===== config.mk =====
export PLATFORM = sky130hd
export DESIGN_NAME = barrel_rshift8_pipe
export DESIGN_NICKNAME = d
export VERILOG_FILES = /design/src/rtl/barrel_rshift8_pipe.sv
export SDC_FILE = /design/constraint.sdc
export NUM_CORES = 1
export LEC_CHECK = 0
export CAP_MARGIN = 20
export CORE_MARGIN = 3
export CORE_UTILIZATION = 35
export CTS_BUF_LIST = sky130_fd_sc_hd__clkbuf_4 sky130_fd_sc_hd__clkbuf_8
export DETAILED_ROUTE_END_ITERATION = 8
export GPL_TIMING_DRIVEN = 0
export PLACE_DENSITY = 0.54
export SLEW_MARGIN = 15
export SYNTH_ARGS = -nofsm -noshare
export SYNTH_HDL_FRONTEND = slang
export SYNTH_SLANG_ARGS = --single-unit

===== constraint.sdc =====
create_clock -name clk -period 2.56 [get_ports clk]
set_input_delay 0.384 -clock clk [delete_from_list [all_inputs] [get_ports clk]]
set_output_delay 0.384 -clock clk [all_outputs]
set_load 0.05 [all_outputs]

===== src/rtl/barrel_rshift8_pipe.sv =====
// rtl/barrel_rshift8_pipe.sv - 3-stage pipelined 8-bit right barrel shifter (logical/arithmetic/rotate), valid/ready
// Optional: define RSHIFT_STICKY_EN to add the 'sticky' output (OR of bits shifted out in logical/arithmetic modes).
module barrel_rshift8_pipe #(
    parameter int WIDTH  = 8,
    parameter int STAGES = 3
) (
    input  logic             clk,
    input  logic             rst,
    input  logic [WIDTH-1:0] I,
    input  logic [2:0]       S,
    input  logic [1:0]       M,
    input  logic             in_valid,
    output logic             in_ready,
    output logic [WIDTH-1:0] O,
    output logic             out_valid,
`ifdef RSHIFT_STICKY_EN
    output logic             sticky,
`endif
    input  logic             out_ready
);

    // Stage shift distances: 4, 2, 1 for the 8-bit, 3-stage build.
    localparam int SH1 = 1 << (STAGES - 1);
    localparam int SH2 = SH1 >> 1;
    localparam int SH3 = SH2 >> 1;

    // Right shift by a fixed distance; mode 11 falls through to logical.
    function automatic logic [WIDTH-1:0] shr(input logic [WIDTH-1:0] d, input int n,
                                             input logic [1:0] m, input logic sign);
        logic [WIDTH-1:0] ones;
        ones = '1;
        case (m)
            2'b10:   shr = (d >> n) | (d << (WIDTH - n));
            2'b01:   shr = (d >> n) | (sign ? ~(ones >> n) : '0);
            default: shr = d >> n;
        endcase
    endfunction

`ifdef RSHIFT_STICKY_EN
    // OR of the bits that fall off the LSB end; rotate never loses bits.
    function automatic logic lost(input logic [WIDTH-1:0] d, input int n, input logic [1:0] m);
        logic [WIDTH-1:0] ones;
        ones = '1;
        lost = (m == 2'b10) ? 1'b0 : |(d & ~(ones << n));
    endfunction
`endif

    logic             adv;
    logic             v1, v2;
    logic [WIDTH-1:0] d1, d2;
    logic [1:0]       s1;
    logic             s2;
    logic [1:0]       m1, m2;
    logic             sg1, sg2;
`ifdef RSHIFT_STICKY_EN
    logic             st1, st2;
`endif

    // Whole pipe advances together; bubbles are not collapsed.
    always_comb begin
        adv      = !out_valid || out_ready;
        in_ready = adv;
    end

    // Stage 1: capture on accept, shift by 4 when S[2]; keep sign of I for arithmetic fill.
    always_ff @(posedge clk) begin
        if (rst) begin
            v1  <= 1'b0;
            d1  <= '0;
            s1  <= '0;
            m1  <= '0;
            sg1 <= 1'b0;
`ifdef RSHIFT_STICKY_EN
            st1 <= 1'b0;
`endif
        end else if (adv) begin
            v1 <= in_valid;
            if (in_valid) begin
                d1  <= S[2] ? shr(I, SH1, M, I[WIDTH-1]) : I;
                s1  <= S[1:0];
                m1  <= M;
                sg1 <= I[WIDTH-1];
`ifdef RSHIFT_STICKY_EN
                st1 <= S[2] ? lost(I, SH1, M) : 1'b0;
`endif
            end
        end
    end

    // Stage 2: shift by 2 when the residual S[1] is set.
    always_ff @(posedge clk) begin
        if (rst) begin
            v2  <= 1'b0;
            d2  <= '0;
            s2  <= 1'b0;
            m2  <= '0;
            sg2 <= 1'b0;
`ifdef RSHIFT_STICKY_EN
            st2 <= 1'b0;
`endif
        end else if (adv) begin
            v2 <= v1;
            if (v1) begin
                d2  <= s1[1] ? shr(d1, SH2, m1, sg1) : d1;
                s2  <= s1[0];
                m2  <= m1;
                sg2 <= sg1;
`ifdef RSHIFT_STICKY_EN
                st2 <= st1 | (s1[1] ? lost(d1, SH2, m1) : 1'b0);
`endif
            end
        end
    end

    // Stage 3: shift by 1 when S[0]; O only changes on valid results so it stays 0 until the first one.
    always_ff @(posedge clk) begin
        if (rst) begin
            out_valid <= 1'b0;
            O         <= '0;
`ifdef RSHIFT_STICKY_EN
            sticky    <= 1'b0;
`endif
        end else if (adv) begin
            out_valid <= v2;
            if (v2) begin
                O      <= s2 ? shr(d2, SH3, m2, sg2) : d2;
`ifdef RSHIFT_STICKY_EN
                sticky <= st2 | (s2 ? lost(d2, SH3, m2) : 1'b0);
`endif
            end
        end
    end

endmodule


Yosys cells after proc, flatten, opt, wreduce, memory -nomap -nowiden
Index checks and enable logic that the tools add are counted.
- register bits: 36
- bits of input ports: 17
- output and inout port bits: 10
- word-level logic and storage cells: 38
- equal/unequal tests: 6
- mux-type cells: 9
- bitwise operators: 6
- reduce and logical (&&, ||, !) cells: 5
- operator list (operator ; number):
    8-bit 2-to-1 mux ; 6
    8-bit one-hot mux with 2 select lines ; 3
    4-bit by 8-bit bitwise OR with 8-bit output ; 2
    6-bit by 8-bit bitwise OR with 8-bit output ; 2
    7-bit by 8-bit bitwise OR with 8-bit output ; 2
    2-bit by 1-bit == test with 1-bit output (second input constant) ; 3
    2-bit == test (second input constant) ; 3
    2-bit AND reduction ; 3
    1-bit logical NOT ; 1
    1-bit logical OR ; 1

Depth between registers and ports, before layout
- depth in word-level cells: 4
- mapped depth: 5
- mapped depth without buffers: 5

Worst setup path before layout
Ideal clock, no wire load.
- path kind: reg2out
- start point: reg out_valid
- end point: out in_ready
- arrival time: 1.212 ns
- required time: 2.176 ns
- setup slack: 0.964 ns
- cell stages (with the launch flop): 4
- path buffers: 1
- cells stage by stage: dfxtp_1 > nor2b_4 > inv_4 > buf_2
- word-level cells in the longest chain between the ends: 2
- RTL lines (what ; line ; RTL):
    start: declaration ; 15 ; output logic out_valid,
    start signal: assignment ; 124 ; out_valid <= v2;
    1-bit logical NOT ; 61 ; adv = !out_valid || out_ready;
    1-bit logical OR ; 61 ;
    end: declaration ; 13 ; output logic in_ready,
Every way passes these cells.

Worst setup path in the final report
- start point: in out_ready
- end point: out in_ready
- word-level cells in the longest chain between the ends: 1
- RTL lines (what ; line ; RTL):
    start: declaration ; 19 ; input logic out_ready
    1-bit logical OR ; 61 ;
Every way passes these cells.

==> results by group <==
Synthesis
  • Sequential-to-total area share from yosys stat: slightly above 40%
  • Syn_nets: 216
  • Synth Area per Inst: between 9 and 10 sq um
  • Yosys reg bits: 36
  • Netlist cell types: 24
  • Synth top area share: 40.59%
  • Post-synth top flop: dfxtp_1
  • Count leader, synth: a21oi_1
  • Cells after Synth: 193
  • Synth Cell Area: 1775 sq um
  • Post-synth EDFFs: 0
  • Top cells by area, synth: dfxtp_1 (41%), a21oi_1 (12%), mux2i_1 (9.6%), a211oi_1 (6.8%), a211oi_2 (4.9%)
  • Yosys warns: 0
  • Top cells by count, synth: a21oi_1 (41), dfxtp_1 (36), mux2i_1 (17)
  • FFs w/ async S/R, synth: 0%
  • Yosys top cell by area: dfxtp_1

Floorplan
  • Die Y: approximately 77 microns
  • Die Area: 5964 sq um
  • I/O pins: 27
  • Die Span X: 77.23 microns
  • Core Area: 4817 sq um
  • Initial core utilization: between 30% and 40%
  • FP Rows: 25

Setup path
  • Critical Path RT: about 2.2 ns
  • Reg2reg path depth: 3
  • Kind of cell adding the most delay to the critical path: buffers and inverters
  • CP Cell Sequence: clkdlybuf4s50_1 > nor2b_4 > inv_4 > buf_2 > dlymetal6s2s_1
  • Worst Path Arrival: 1.75 ns
  • Max FO, Critical Path: 10
  • Crit. End Element: output port
  • FF-to-FF setup slack: 1.23 ns
  • RR Endpoint: d2[2]
  • R2r startpoint: v1
  • CP startpoint: out_ready
  • Slowest stage delay, CP: 0.50 ns
  • Max stage delay cell, worst path: clkdlybuf4s50_1
  • Setup crit start kind: input pin
  • Buf/Inv on CP: 4
  • CP Class: input pin to output port

Timing
  • Final Hold Violating Endpoints: 0
  • Final Max Slew Viols: 0
  • RSZ-0062 raised after global routing: false
  • Final setup violating endpoints: 0
  • Tmin final: 2.134 ns
  • Slew HR: 57.63%
  • Min Hold Slack: 0.4038 ns
  • Max Freq: ~470 MHz
  • Period utilization: ~83%
  • Final Skew: 0.003770 ns
  • Setup TNS: 0 ns
  • Slew of the pin with the lowest slew margin: 0.6355 ns

Clock tree
  • CTS Buf Count: 5
  • CTS Sinks: 36
  • Reg clk slew, reported paths: about 0.070 ns
  • Root buffer cell: clkbuf_8
  • Worst-Skew Late Latency: 0.29 ns
  • CTS Buffer Depth: 2
  • H-tree Lvls: 2
  • CTS tree: built
  • Cts hold-fix bufs: 0

Global routing
  • GR Util met3: 3.991%
  • Met2 Usage GRT: 23.23%
  • M1 GR Usage: 19.31%
  • GRT Total Usage: approximately 15%
  • Initial antenna violation count: 0
  • Total gr overflow: 0
  • Largest net degree at the start of global routing: 11
  • Gr busiest metal: met2
  • Number of global-route vias before repair: about 1,400
  • Global-route wire length before repair: 7079 microns

Route
  • Pre-antenna DRT Iters: 4
  • DR vias/cell: 4.990
  • WL/cell: 13.91 microns
  • DR vias: around 1,500
  • DRC: 0
  • Drt first-iter violations: 56
  • Antenna viol nets, final: 0
  • Drt total wl: 4049 microns

Min path
  • Hold path depth: 2
  • Worst min path class: input pin to flop
  • HP Start: rst
  • Hold Path End: O[5]

Pwr
  • Pleak: 0.0007619 uW
  • Worst vdd ir: 0.0001895 V
  • Pwr per Cell Area: 558.9 nW/um^2

Cells and area
  • Final nets: 247
  • ANT cells: 0
  • FILL cells: approximately 500
  • Layout cells sized above 1: 12.95%
  • Area delta synth->final: 22.97%

Placement
  • DPL Wire Length: 2893 microns
  • IO buf count: 24
  • RePlAce Congestion: 0.7246

Status
  • Status: finished, final reports clean

Flow run
  • Max-cap viol count: 0
-- worst max-delay path by stage --
stage / slack [ns] / endpoint / depth (start not counted)
after floorplan: 0.96 / in_ready / 3
after global placement: 0.03 / in_ready / 5
final: 0.43 / in_ready / 5
after CTS: 0.03 / in_ready / 5
after global routing: 0.35 / in_ready / 5
after detailed placement: 0.04 / in_ready / 5
-- cell usage in the layout, fill, tap and decap left out, drive strengths merged --
cell type and n:
ha 6, nand3 9, nand3b 1, inv 9, clkinv 1, o21ai 9
a211oi 23, nor2 4, nand2b 1, clkdlybuf4s50 23, buf 13, a22o 7
clkbuf 8, and2b 1, nand2 4, nor2b 8, a21oi 41, a311oi 1
mux2i 17, and2 1, dfxtp 36, dlymetal6s2s 1
-- metrics by stage --
step	util [%]	worst slack (ns)	total power (uW)	cell area (sq um)	cells
5_1_grt	45.32	0.3467	1293	2183	291
2_1_floorplan	-	0.9635	769.9	1775	193
3_3_place_gp	43.58	0.03344	843.1	2100	284
4_1_cts	45.27	0.02959	1241	2181	291
3_5_place_dp	43.58	0.03987	843.9	2100	284
6_report	45.32	0.4258	1220	2183	291
-- power by group --
group          switching, uW  internal, uW  leakage (uW)
Sequential              24.2           594      0.000296
Combinational            119          92.3      0.000422
Clock                    196           195     0.0000445
-- timing repair --
action                                  CTS  global route
gates resized for setup                   0             1
endpoints found under the setup margin    0             1
setup buffers                             0             0
hold endpoints to repair                  0             0
-- registers in the layout (all words and copies together) (netlist names) --
register / count
O: 8
d1: 8
d2: 8
m1: 2
m2: 2
out_valid: 1
s1: 2
s2: 1
sg1: 1
sg2: 1
v1: 1
v2: 1
-- layout make-up --
class | instances | area, sq um | share of cell area, %
inverters | 9 | 36.28 | 1.662
flip-flops and latches | 36 | 720.7 | 33.01
well taps | 67 | 83.83 | 3.840
clock inverters | 1 | 5.005 | 0.2292
clock buffers | 6 | 76.32 | 3.496
plain buffers | 15 | 76.32 | 3.496
repair buffers | 24 | 242.7 | 11.12
multi-input cells | 133 | 942.2 | 43.15
-- logic make-up after synthesis --
kind of cell               Yosys count  synth area share (%)
and+or+nand+nor                     29                 9.161
adders and majority gates            6                 4.228
buffers and inverters               24                 6.343
muxes                               17                 9.584
DFF                                 36                 40.59
AOI/OAI and AO/OA                   81                 30.09
-- metal layers --
| layer | wire length [microns] | part of all wire, % |
|---|---|---|
| met1 | 1944 | 48 |
| met5 | 0 | 0 |
| met4 | 82 | 2.0 |
| met2 | 1835 | 45 |
| met3 | 188 | 4.6 |
No activity file was read; power rests on OpenSTA's default activity.
